--- src/rtl/global_types.sv ---
// Shared constants and types for the SoC peripherals (UART register map, FSM states).
// Latency: none; declarations only.
// Backpressure: none; declarations only.
package global_types;

  // Address decoder window: alu_out[11:8] == 4'hA selects the UART.
  localparam logic [3:0] UART_WINDOW = 4'hA;

  // UART register offsets, selected by alu_out[3:2].
  localparam logic [1:0] UART_TXDATA = 2'd0;
  localparam logic [1:0] UART_STATUS = 2'd1;
  localparam logic [1:0] UART_CTRL   = 2'd2;
  localparam logic [1:0] UART_DROP   = 2'd3;

  typedef enum logic [1:0] {
    IDLE  = 2'd0,
    START = 2'd1,
    DATA  = 2'd2,
    STOP  = 2'd3
  } uart_state_t;

endpackage

--- src/rtl/fifo_sync.sv ---
// Generic single-clock FIFO; head entry visible combinationally on rdata.
// Latency: a push is visible on rdata/empty the cycle after the write edge.
// Backpressure: push when full and pop when empty are ignored; caller watches full/empty.
module fifo_sync #(
  parameter int WIDTH = 8,
  parameter int DEPTH = 4
) (
  input  logic                     clock,
  input  logic                     reset,
  input  logic                     push,
  input  logic                     pop,
  input  logic [WIDTH-1:0]         wdata,
  output logic [WIDTH-1:0]         rdata,
  output logic                     full,
  output logic                     empty,
  output logic [$clog2(DEPTH):0]   count
);

  localparam int AW = $clog2(DEPTH);

  logic [WIDTH-1:0] mem [DEPTH];
  logic [AW-1:0]    wr_ptr;
  logic [AW-1:0]    rd_ptr;
  logic             do_push;
  logic             do_pop;

  // Full is judged on the pre-pop count, so a push into a full FIFO is lost even with a pop.
  assign full    = (count == (AW+1)'(DEPTH));
  assign empty   = (count == '0);
  assign do_push = push && !full;
  assign do_pop  = pop && !empty;
  assign rdata   = mem[rd_ptr];

  // Storage array; no reset needed since count guards every read.
  always_ff @(posedge clock) begin
    if (do_push) mem[wr_ptr] <= wdata;
  end

  // Pointers wrap naturally because DEPTH is a power of 2.
  always_ff @(posedge clock or posedge reset) begin
    if (reset) begin
      wr_ptr <= '0;
      rd_ptr <= '0;
      count  <= '0;
    end else begin
      if (do_push) wr_ptr <= wr_ptr + AW'(1);
      if (do_pop)  rd_ptr <= rd_ptr + AW'(1);
      case ({do_push, do_pop})
        2'b10:   count <= count + (AW+1)'(1);
        2'b01:   count <= count - (AW+1)'(1);
        default: count <= count;
      endcase
    end
  end

endmodule

--- src/rtl/uart_tx_mmio.sv ---
// Memory-mapped 8N1 UART transmitter: CPU pushes bytes into a FIFO, FSM serialises them on tx.
// Latency: TXDATA write at edge N with FSM idle and enable set -> pop and tx falls at edge N+1.
// Backpressure: none on the bus; pushes into a full FIFO are dropped and counted in DROP.
module uart_tx_mmio
  import global_types::*;
#(
  parameter int CLKS_PER_BIT = 16,
  parameter int FIFO_DEPTH   = 4
) (
  input  logic        clock,
  input  logic        reset,
  input  logic        we,
  input  logic [1:0]  addr,
  input  logic [31:0] wd,
  output logic [31:0] rd,
  output logic        tx,
  output logic        busy
);

  localparam int           CW       = $clog2(CLKS_PER_BIT);
  localparam int           FCW      = $clog2(FIFO_DEPTH) + 1;
  localparam logic [CW-1:0] CNT_LAST = CW'(CLKS_PER_BIT - 1);

  logic           enable;
  logic [7:0]     drop_cnt;
  logic           push_req;
  logic           fifo_pop;
  logic [7:0]     fifo_rdata;
  logic           fifo_full;
  logic           fifo_empty;
  logic [FCW-1:0] fifo_count;
  logic           unused_bits;

  uart_state_t    state, state_n;
  logic [CW-1:0]  cnt, cnt_n;
  logic [2:0]     bit_idx, bit_n;
  logic [7:0]     shift, shift_n;
  logic           tx_n;
  logic           cnt_end;

  assign push_req    = we && (addr == UART_TXDATA);
  assign unused_bits = ^{wd[31:8], fifo_count};

  fifo_sync #(.WIDTH(8), .DEPTH(FIFO_DEPTH)) u_fifo (
    .clock (clock),
    .reset (reset),
    .push  (push_req),
    .pop   (fifo_pop),
    .wdata (wd[7:0]),
    .rdata (fifo_rdata),
    .full  (fifo_full),
    .empty (fifo_empty),
    .count (fifo_count)
  );

  // CTRL register: enable bit.
  always_ff @(posedge clock or posedge reset) begin
    if (reset)                          enable <= 1'b0;
    else if (we && addr == UART_CTRL)   enable <= wd[0];
  end

  // DROP counter: saturating count of pushes lost to a full FIFO; any write clears it.
  always_ff @(posedge clock or posedge reset) begin
    if (reset)                                         drop_cnt <= '0;
    else if (we && addr == UART_DROP)                  drop_cnt <= '0;
    else if (push_req && fifo_full && drop_cnt != 8'hFF) drop_cnt <= drop_cnt + 8'd1;
  end

  // Combinational register read mux.
  always_comb begin
    rd = '0;
    case (addr)
      UART_STATUS: rd = {29'b0, fifo_full, fifo_empty, busy};
      UART_CTRL:   rd = {31'b0, enable};
      UART_DROP:   rd = {24'b0, drop_cnt};
      default:     rd = '0;
    endcase
  end

  assign cnt_end = (cnt == CNT_LAST);

  // Serial FSM next state; tx is derived from the next state so the line is registered.
  always_comb begin
    state_n  = state;
    cnt_n    = cnt;
    bit_n    = bit_idx;
    shift_n  = shift;
    fifo_pop = 1'b0;
    case (state)
      IDLE: begin
        if (enable && !fifo_empty) begin
          fifo_pop = 1'b1;
          shift_n  = fifo_rdata;
          cnt_n    = '0;
          state_n  = START;
        end
      end
      START: begin
        if (cnt_end) begin
          cnt_n   = '0;
          bit_n   = 3'd0;
          state_n = DATA;
        end else begin
          cnt_n = cnt + CW'(1);
        end
      end
      DATA: begin
        if (cnt_end) begin
          cnt_n   = '0;
          shift_n = shift >> 1;
          if (bit_idx == 3'd7) state_n = STOP;
          else                 bit_n   = bit_idx + 3'd1;
        end else begin
          cnt_n = cnt + CW'(1);
        end
      end
      STOP: begin
        if (cnt_end) begin
          cnt_n = '0;
          // Chain straight into the next frame so there is no idle gap between frames.
          if (enable && !fifo_empty) begin
            fifo_pop = 1'b1;
            shift_n  = fifo_rdata;
            state_n  = START;
          end else begin
            state_n = IDLE;
          end
        end else begin
          cnt_n = cnt + CW'(1);
        end
      end
      default: state_n = IDLE;
    endcase

    case (state_n)
      START:   tx_n = 1'b0;
      DATA:    tx_n = shift_n[0];
      default: tx_n = 1'b1;
    endcase
  end

  // FSM state, counters and registered outputs.
  always_ff @(posedge clock or posedge reset) begin
    if (reset) begin
      state   <= IDLE;
      cnt     <= '0;
      bit_idx <= '0;
      shift   <= '0;
      tx      <= 1'b1;
      busy    <= 1'b0;
    end else begin
      state   <= state_n;
      cnt     <= cnt_n;
      bit_idx <= bit_n;
      shift   <= shift_n;
      tx      <= tx_n;
      busy    <= (state_n != IDLE);
    end
  end

endmodule

--- config.mk ---
export PLATFORM = sky130hd
export DESIGN_NAME = uart_tx_mmio
export DESIGN_NICKNAME = d
export VERILOG_FILES = /design/src/rtl/global_types.sv /design/src/rtl/fifo_sync.sv /design/src/rtl/uart_tx_mmio.sv
export SDC_FILE = /design/constraint.sdc
export NUM_CORES = 1
export LEC_CHECK = 0
export BUFFER_PORTS_ARGS = -buffer_cell sky130_fd_sc_hd__buf_4
export CAP_MARGIN = 25
export CORE_MARGIN = 10
export CORE_UTILIZATION = 42
export CTS_CLUSTER_SIZE = 40
export DETAILED_ROUTE_END_ITERATION = 10
export PLACE_DENSITY = 0.7
export SLEW_MARGIN = 0
export SYNTH_ARGS = -nofsm -noshare
export SYNTH_HDL_FRONTEND = slang
export SYNTH_SLANG_ARGS = --single-unit
--- constraint.sdc ---
create_clock -name clock -period 6.4 [get_ports clock]
set_input_delay 1.28 -clock clock [delete_from_list [all_inputs] [get_ports clock]]
set_output_delay 1.28 -clock clock [all_outputs]
set_load 0.01 [all_outputs]
After elaboration in Yosys (flattened, before gate mapping)
Memory sizes are Yosys's and may differ from the RTL's. Cells that the tools add are included.

Equal/unequal tests: 19. Reductions and logical operators: 21. Mux-type cells: 28. Add/subtract/negate cells: 7.

Operator list (count): $pmux W8 S3 (2); $mux W8 (5); $eq A2 B2 Y1 const B (6); $pmux W3 S2 (2); $mux W2 (5); $ne A2 B2 Y1 const B (5); $mux W3 (3); $add A8 B1 Y8 const B (1); $eq A2 B1 Y1 const B (4); $logic_and A1 B1 Y1 (8); $mux W4 (2); $ne A8 B8 Y1 const B (1); $pmux W2 S4 (1); $pmux W4 S2 (1); $reduce_bool A2 Y1 (4); $add A3 B1 Y3 const B (2); $eq A3 B3 Y1 const B (2); $mux W1 (5); $add A2 B1 Y2 const B (2); $add A4 B1 Y4 const B (1); $eq A4 B4 Y1 const B (1); $logic_not A2 Y1 (2); $pmux W1 S2 (2); $reduce_and A4 Y1 (1); 6 further kinds (7).

Register bits: 35. Memory bits (writable): 32. Input bits: 37. Memories kept: 1. Output and inout port bits: 34. Logic and storage cells: 88.

Memories: u_fifo.mem (words 4, width 8, rd ports 1, clocked after memory_dff 0, write ports 1, line fifo_sync.sv:21) `logic [WIDTH-1:0] mem [DEPTH];`.

Longest topological paths before layout
Gate-level depths: netlist (run 1).

Depth after elaboration: 9. Mapped depth: 10. Depth with buffers taken out: 10.

Modules after synthesis
From an unflattened synthesis (run 1), not the netlist that was laid out.

Cells, all modules: 288. Area total of the unflattened synthesis: 3554.7 sq um.

Modules (own cells, without submodules): uart_tx_mmio (area an instance 1958.1 sq um, times used 1, cells each 208); fifo_sync (area an instance 1596.5 sq um, times used 1, cells each 80).

Least setup slack after synthesis (run 1)
No wires, ideal clock.

Path type: input to output. Start point: input addr[0]. End point: output rd[0]. Data required time: 5120 ps. Arrival: 2014 ps. Slack: 3106 ps. Cell stages on the path: 4. Buffers on the path: 1. Path through: clkbuf_1 -> mux2_2 -> nand2_1 -> o21ai_0.

Word-level cells in the longest chain between the ends: 2. Elaborated cells on any way between the ends: 4. Those cells by class: eq/ne (3); mux (1).

RTL lines: from (decl) (line uart_tx_mmio.sv:13) `input logic [1:0] addr,`; $eq A2 B2 Y1 or $eq A2 B1 Y1 (tied branches) (line uart_tx_mmio.sv:72) `case (addr)`; $pmux W8 S3 (*) (line uart_tx_mmio.sv:72); to (decl) (line uart_tx_mmio.sv:15) `output logic [31:0] rd,`.

Mark *: on every way between the ends. The rest lies on a longest branch, timed or not.

Worst setup path after layout (run 1)
Same ends and word-level chain as after synthesis.

==> flow_metrics.env, run 1 <==
export IMPL_area_growth_pct=11.4
export IMPL_finalCriticalPeriod_ns=3.34
export IMPL_cts_tree="done"
export IMPL_leakage_nw=1.66
export IMPL_wl_um=6210
export IMPL_synth_area_per_cell_um2=12.1
export IMPL_worst_r2r_path_depth=10
export IMPL_num_nets_final=357
export IMPL_worstMarginPinSlew_ns=0.837
export IMPL_drcViolationCount=0
export IMPL_hp_start="shift[7]"
export IMPL_hold_end="shift[7]"
export IMPL_grt_pass1_wl_um=10800
export IMPL_synth_edff_count=32
export IMPL_setup_viol_count_final=0
export IMPL_crit_type="in -> out"
export IMPL_drive_above_1_share_pct=18.3
export IMPL_postLayoutCoreUtil_pct=48.8
export IMPL_r2r_end="u_fifo.count[2]"
export IMPL_synth_ff_type="dfrtp_1"
export IMPL_drv_slew=0
export IMPL_hold_depth=2
export IMPL_outcome="finished, final reports clean"
export IMPL_grt_overflow=0
export IMPL_die_h_um=110
export IMPL_route_detailed_wl_per_inst_um=15.0
export IMPL_gp_congestion=0.890
export IMPL_ys_top_cells_by_area="edfxtp_1 (28%), dfrtp_1 (25%), buf_4 (5.2%)"
export IMPL_max_cap_violations=0
export IMPL_synth_area_um2=3440
export IMPL_antennaDiodeCount=0
export IMPL_cp_start_kind="primary input"
export IMPL_core_area_um2=7850
export IMPL_end_kind="primary output"
export IMPL_syn_inst=284
export IMPL_rows=32
export IMPL_dpl_hpwl_um=4410
export IMPL_ys_async_sr_fraction_pct=52.2
export IMPL_worstPathMaxFanout=12
export IMPL_synth_top_area_share_pct=28.0
export IMPL_ff2ff_setup_slack_ns=3.44
export IMPL_drt_vias_per_instance=5.18
export IMPL_rsz0062_at_grt="false"
export IMPL_arrival_ns=2.06
export IMPL_yosys_warnings=0
export IMPL_dr_pass1_iters=4
export IMPL_post_cts_resized=0
export IMPL_final_cell_mix="dfrtp_1 (34), edfxtp_1 (32), conb_1 (24), nand2_1 (23), buf_4 (23)"
export IMPL_drt_iter0_drc=55
export IMPL_die_w_um=110
export IMPL_postCtsHoldBufs=0
export IMPL_hold_violations=0
export IMPL_synth_area_leader_cell="edfxtp_1"
export IMPL_cts_setup_buffers=0
export IMPL_clock_skew_ns=0.00995
export IMPL_worst_ir_drop_vdd_uv=184
export IMPL_clock_latency_ns=0.34
export IMPL_setup_tns_ns=0
export IMPL_r2r_start="state[1]"
export IMPL_grt_start_max_net_pins=36
export IMPL_grt_pass1_vias=2194
export IMPL_track_usage_pct=10.5
export IMPL_cts_root_buf="clkbuf_8"
export IMPL_vias=2139
export IMPL_antenna_found_initial=0
export IMPL_hold_class="reg -> reg"
export IMPL_cts_sinks=67
export IMPL_post_route_period_util_pct=52.2
export IMPL_die_area_um2=12200
export IMPL_start_util_pct=43.8
export IMPL_cts_buffer_depth=2
export IMPL_ios=71
export IMPL_place_port_buffers=22
export IMPL_maxSlewHeadroom_pct=43.4
export IMPL_ys_seq_area_share_pct=53.5
export IMPL_ys_seq_elements=67
export IMPL_worst_ep_required_time_ns=5.12
export IMPL_final_common_cell="dfrtp_1"
export IMPL_ant_nets=0
export IMPL_nFillCells=696
export IMPL_clk_pin_slew_ns=0.08
export IMPL_cts_inserted_buffers=9
export IMPL_max_freq_mhz=299
export IMPL_cts_htree_levels=3
export IMPL_p_per_area_nw_per_um2=369
export IMPL_synthDistinctLibCells=48
## metrics by stage
stage               setup slack [ns]  area (µm²)  std cells  power [mW]  hold slack (ns)
floorplan                       3.11        3520        307       0.923            0.465
global route                    3.01        3830        413        1.51            0.531
finish                          3.06        3830        413        1.41            0.513
detailed placement              2.87        3600        397        1.02            0.493
CTS                             3.07        3830        413        1.43            0.513
global placement                3.04        3600        397       0.998            0.484
## synthesized netlist by cell type, types with 2 or more instances
| cell type | n |
|---|---|
| inv_1 | 13 |
| a22o_1 | 11 |
| mux4_2 | 8 |
| ha_1 | 13 |
| nor2b_1 | 3 |
| o21ai_0 | 17 |
| nand3b_1 | 2 |
| o31ai_1 | 2 |
| clkbuf_1 | 6 |
| nand2_1 | 23 |
| mux2_2 | 3 |
| buf_2 | 3 |
| xor2_1 | 9 |
| nor2_1 | 14 |
| nand3_1 | 6 |
| nor3_1 | 6 |
| dfrtp_1 | 34 |
| a21oi_1 | 3 |
| edfxtp_1 | 32 |
| xnor2_1 | 3 |
| and3_1 | 9 |
| nand4_1 | 2 |
| buf_4 | 24 |
| mux2i_1 | 9 |
| and2_1 | 6 |
## sequential cells by signal, summed over array words and instances (netlist names), 2 cells and up
| register | flops |
|---|---|
| bit_idx | 3 |
| cnt | 4 |
| drop_cnt | 8 |
| shift | 8 |
| state | 2 |
| u_fifo.count | 3 |
| u_fifo.mem | 32 |
| u_fifo.rd_ptr | 2 |
| u_fifo.wr_ptr | 2 |
## power by group
group | switching [mW] | internal (mW)
logic | 0.202 | 0.188
clock network | 0.177 | 0.226
registers | 0.0881 | 0.531
## final cells by class
cell class | instances | area [µm²] | share of cell area (%)
sequential | 67 | 1840 | 48.0
multi-input combinational | 192 | 1410 | 36.8
timing repair buffer | 23 | 173 | 4.51
tap | 102 | 128 | 3.34
clock buffer | 9 | 124 | 3.24
clock inverter | 7 | 106 | 2.78
inverter | 13 | 48.8 | 1.28
## cells by family after synthesis
family                   share of synthesized area, %
AND/OR/NAND/NOR                                  11.5
flip-flops                                       53.5
XOR/XNOR                                         3.06
other                                           0.109
adder cells (fa/ha/maj)                          5.32
multiplexers                                     8.85
AO/OA/AOI/OAI                                    9.65
buffers and inverters                            8.01
## worst max-delay path, cell delays in order
cell,delay [ns]
buf_4,0.14
mux2_2,0.34
nand2_1,0.07
o21ai_0,0.07
buf_4,0.15
## routing by layer
metal,track usage [%],vias to the layer above,routed length [µm]
met4,3.63,0,56
li1,-,1019,-
met1,12.6,1068,2700
met3,4.21,5,397
met2,16.6,47,3050
met5,0,-,0
## worst max-delay path by stage
stage	start	end	depth (start not counted)
3_3_place_gp	addr[1]	u_fifo.count[2]	10
3_5_place_dp	addr[1]	u_fifo.count[2]	10
6_report	addr[0]	rd[0]	5
5_1_grt	addr[0]	rd[0]	5
4_1_cts	addr[0]	rd[0]	5
2_1_floorplan	addr[0]	rd[0]	4
No activity file was read; power rests on OpenSTA's default activity.
==> run 2, diff against run 1 <==
Settings changed: PLACE_DENSITY 0.7 to 0.72.
Clock period 6.4 ns to 3 ns, I/O delays scaled along.
==> flow_metrics.env, run 2 (synthesis gave the netlist of run 1 again) <==
export IMPL_setup_viol_count_final=0
export IMPL_dr_pass1_iters=4
export IMPL_p_total_mw=2.96
export IMPL_combPwrFrac_pct=28.9
export IMPL_cpMaxStageDelayCell="dfrtp_1"
export IMPL_gp_congestion=0.856
export IMPL_grt_start_max_net_pins=36
export IMPL_wl_um=6170
export IMPL_path_cells="ha_1 > a41oi_1 > nor3_1 > buf_4 > ha_1 > inv_1 > fa_1 > xor2_1 > nor2_1 > xor2_1"
export IMPL_setup_tns_ns=0
export IMPL_ant_nets=0
export IMPL_leakage_nw=1.67
export IMPL_route_detailed_wl_per_inst_um=14.8
export IMPL_grt_overflow=0
export IMPL_p_sw_mw=1.00
export IMPL_rsz0062_at_grt="false"
export IMPL_reg_top3="u_fifo.mem (32), drop_cnt (8), shift (8)"
export IMPL_hold_class="in -> async"
export IMPL_vias=2115
export IMPL_crit_type="reg -> reg"
export IMPL_cts_setup_buffers=0
export IMPL_grt_pass1_vias=2202
export IMPL_max_cap_violations=0
export IMPL_final_common_cell="dfrtp_1"
export IMPL_cts_root_buf="clkbuf_8"
export IMPL_dpl_hpwl_um=4480
export IMPL_worst_ep_required_time_ns=3.27
export IMPL_cts_tree="done"
export IMPL_end_kind="register"
export IMPL_track_usage_pct=10.3
export IMPL_internal_power_mw=1.96
export IMPL_die_w_um=110
export IMPL_start_util_pct=43.8
export IMPL_worst_ir_drop_vdd_uv=383
export IMPL_drv_slew=0
export IMPL_drive_above_1_share_pct=19.6
export IMPL_cts_inserted_buffers=9
export IMPL_final_cell_mix="dfrtp_1 (34), edfxtp_1 (32), buf_4 (28), conb_1 (24), nand2_1 (23)"
export IMPL_clock_skew_ns=0.00912
export IMPL_drt_vias_per_instance=5.06
export IMPL_sequentialPowerShare_pct=44.6
export IMPL_die_area_um2=12200
export IMPL_finalCriticalPeriod_ns=2.26
export IMPL_cts_buffer_depth=2
export IMPL_largest_reg_flops=32
export IMPL_switching_share_pct=33.8
export IMPL_place_port_buffers=22
export IMPL_antenna_found_initial=0
export IMPL_maxSlewHeadroom_pct=60.7
export IMPL_arrival_ns=2.53
export IMPL_core_area_um2=7850
export IMPL_die_h_um=110
export IMPL_post_cts_resized=0
export IMPL_area_growth_pct=11.8
export IMPL_post_route_period_util_pct=75.4
export IMPL_drt_iter0_drc=76
export IMPL_p_per_area_nw_per_um2=771
export IMPL_hold_violations=0
export IMPL_outcome="finished, final reports clean"
export IMPL_clock_latency_ns=0.35
export IMPL_fin_hold_ws_ns=0.354
export IMPL_ios=71
export IMPL_clkPwrFrac_pct=26.5
export IMPL_postLayoutCoreUtil_pct=48.9
export IMPL_max_freq_mhz=442
export IMPL_worstPathMaxFanout=5
export IMPL_critical_path_buf_inv_count=2
export IMPL_nFillCells=697
export IMPL_registers_top_by_ff_count="u_fifo.mem"
export IMPL_postCtsHoldBufs=0
export IMPL_cts_sinks=67
export IMPL_drcViolationCount=0
export IMPL_rows=32
export IMPL_cp_start_kind="register"
export IMPL_cp_top_family="adder cells"
export IMPL_clk_pin_slew_ns=0.08
export IMPL_worstMarginPinSlew_ns=0.589
export IMPL_slowest_delay_ns=0.39
export IMPL_cts_htree_levels=3
export IMPL_grt_pass1_wl_um=10600
export IMPL_antennaDiodeCount=0
export IMPL_num_nets_final=362
## run 2: per-layer routing
metal / up-vias / part of all wire (%) / global-route usage, %
li1: 1026 / - / -
met4: 0 / 1.6 / 4.66
met5: - / 0 / 0
met2: 47 / 48 / 16.5
met3: 5 / 6.7 / 4.11
met1: 1037 / 44 / 11.8
## run 2: power by group through the flow
stage	Clock (mW)	Sequential (mW)	Combinational, mW
global placement	0	1.33	0.832
CTS	0.802	1.32	0.861
floorplan	0	1.25	0.716
detailed placement	0	1.34	0.859
global route	0.845	1.35	0.957
finish	0.786	1.32	0.854
## run 2: worst paths after layout
path / endpoint / start / slack [ns] / cells past startpoint
max: u_fifo.count[2] / cnt[0] / 0.74 / 10
max in group asynchronous: tx / reset / 2.31 / 3
max reg2reg: u_fifo.count[2] / cnt[0] / 0.74 / 10
min in group clock: u_fifo.mem[1][2] / wd[2] / 0.44 / 1
min reg2reg: shift[7] / shift[7] / 0.51 / 2
min: cnt[3] / reset / 0.35 / 3
## run 2: cell type report
type	instances	area (µm²)	area share, %
Timing Repair Buffer	28	210	5.47
Inverter	13	48.8	1.27
Sequential cell	67	1840	47.9
Tap cell	102	128	3.32
Multi-Input combinational cell	192	1410	36.7
Clock inverter	7	83.8	2.18
Clock buffer	9	124	3.22
## run 2: worst register-to-register path: stages, from the launching register on
cell	delay, ns
dfrtp_1	0.39
ha_1	0.25
a41oi_1	0.18
nor3_1	0.18
buf_4	0.16
ha_1	0.18
inv_1	0.06
fa_1	0.37
xor2_1	0.15
nor2_1	0.11
xor2_1	0.16
## run 2: per-stage QoR
| step | worst slack (ns) | cell area, µm² | instances |
|---|---|---|---|
| after floorplan | 0.633 | 3520 | 307 |
| after global placement | 0.546 | 3630 | 402 |
| after detailed placement | 0.479 | 3630 | 402 |
| after CTS | 0.726 | 3840 | 418 |
| after global routing | 0.486 | 3840 | 418 |
| final | 0.738 | 3840 | 418 |
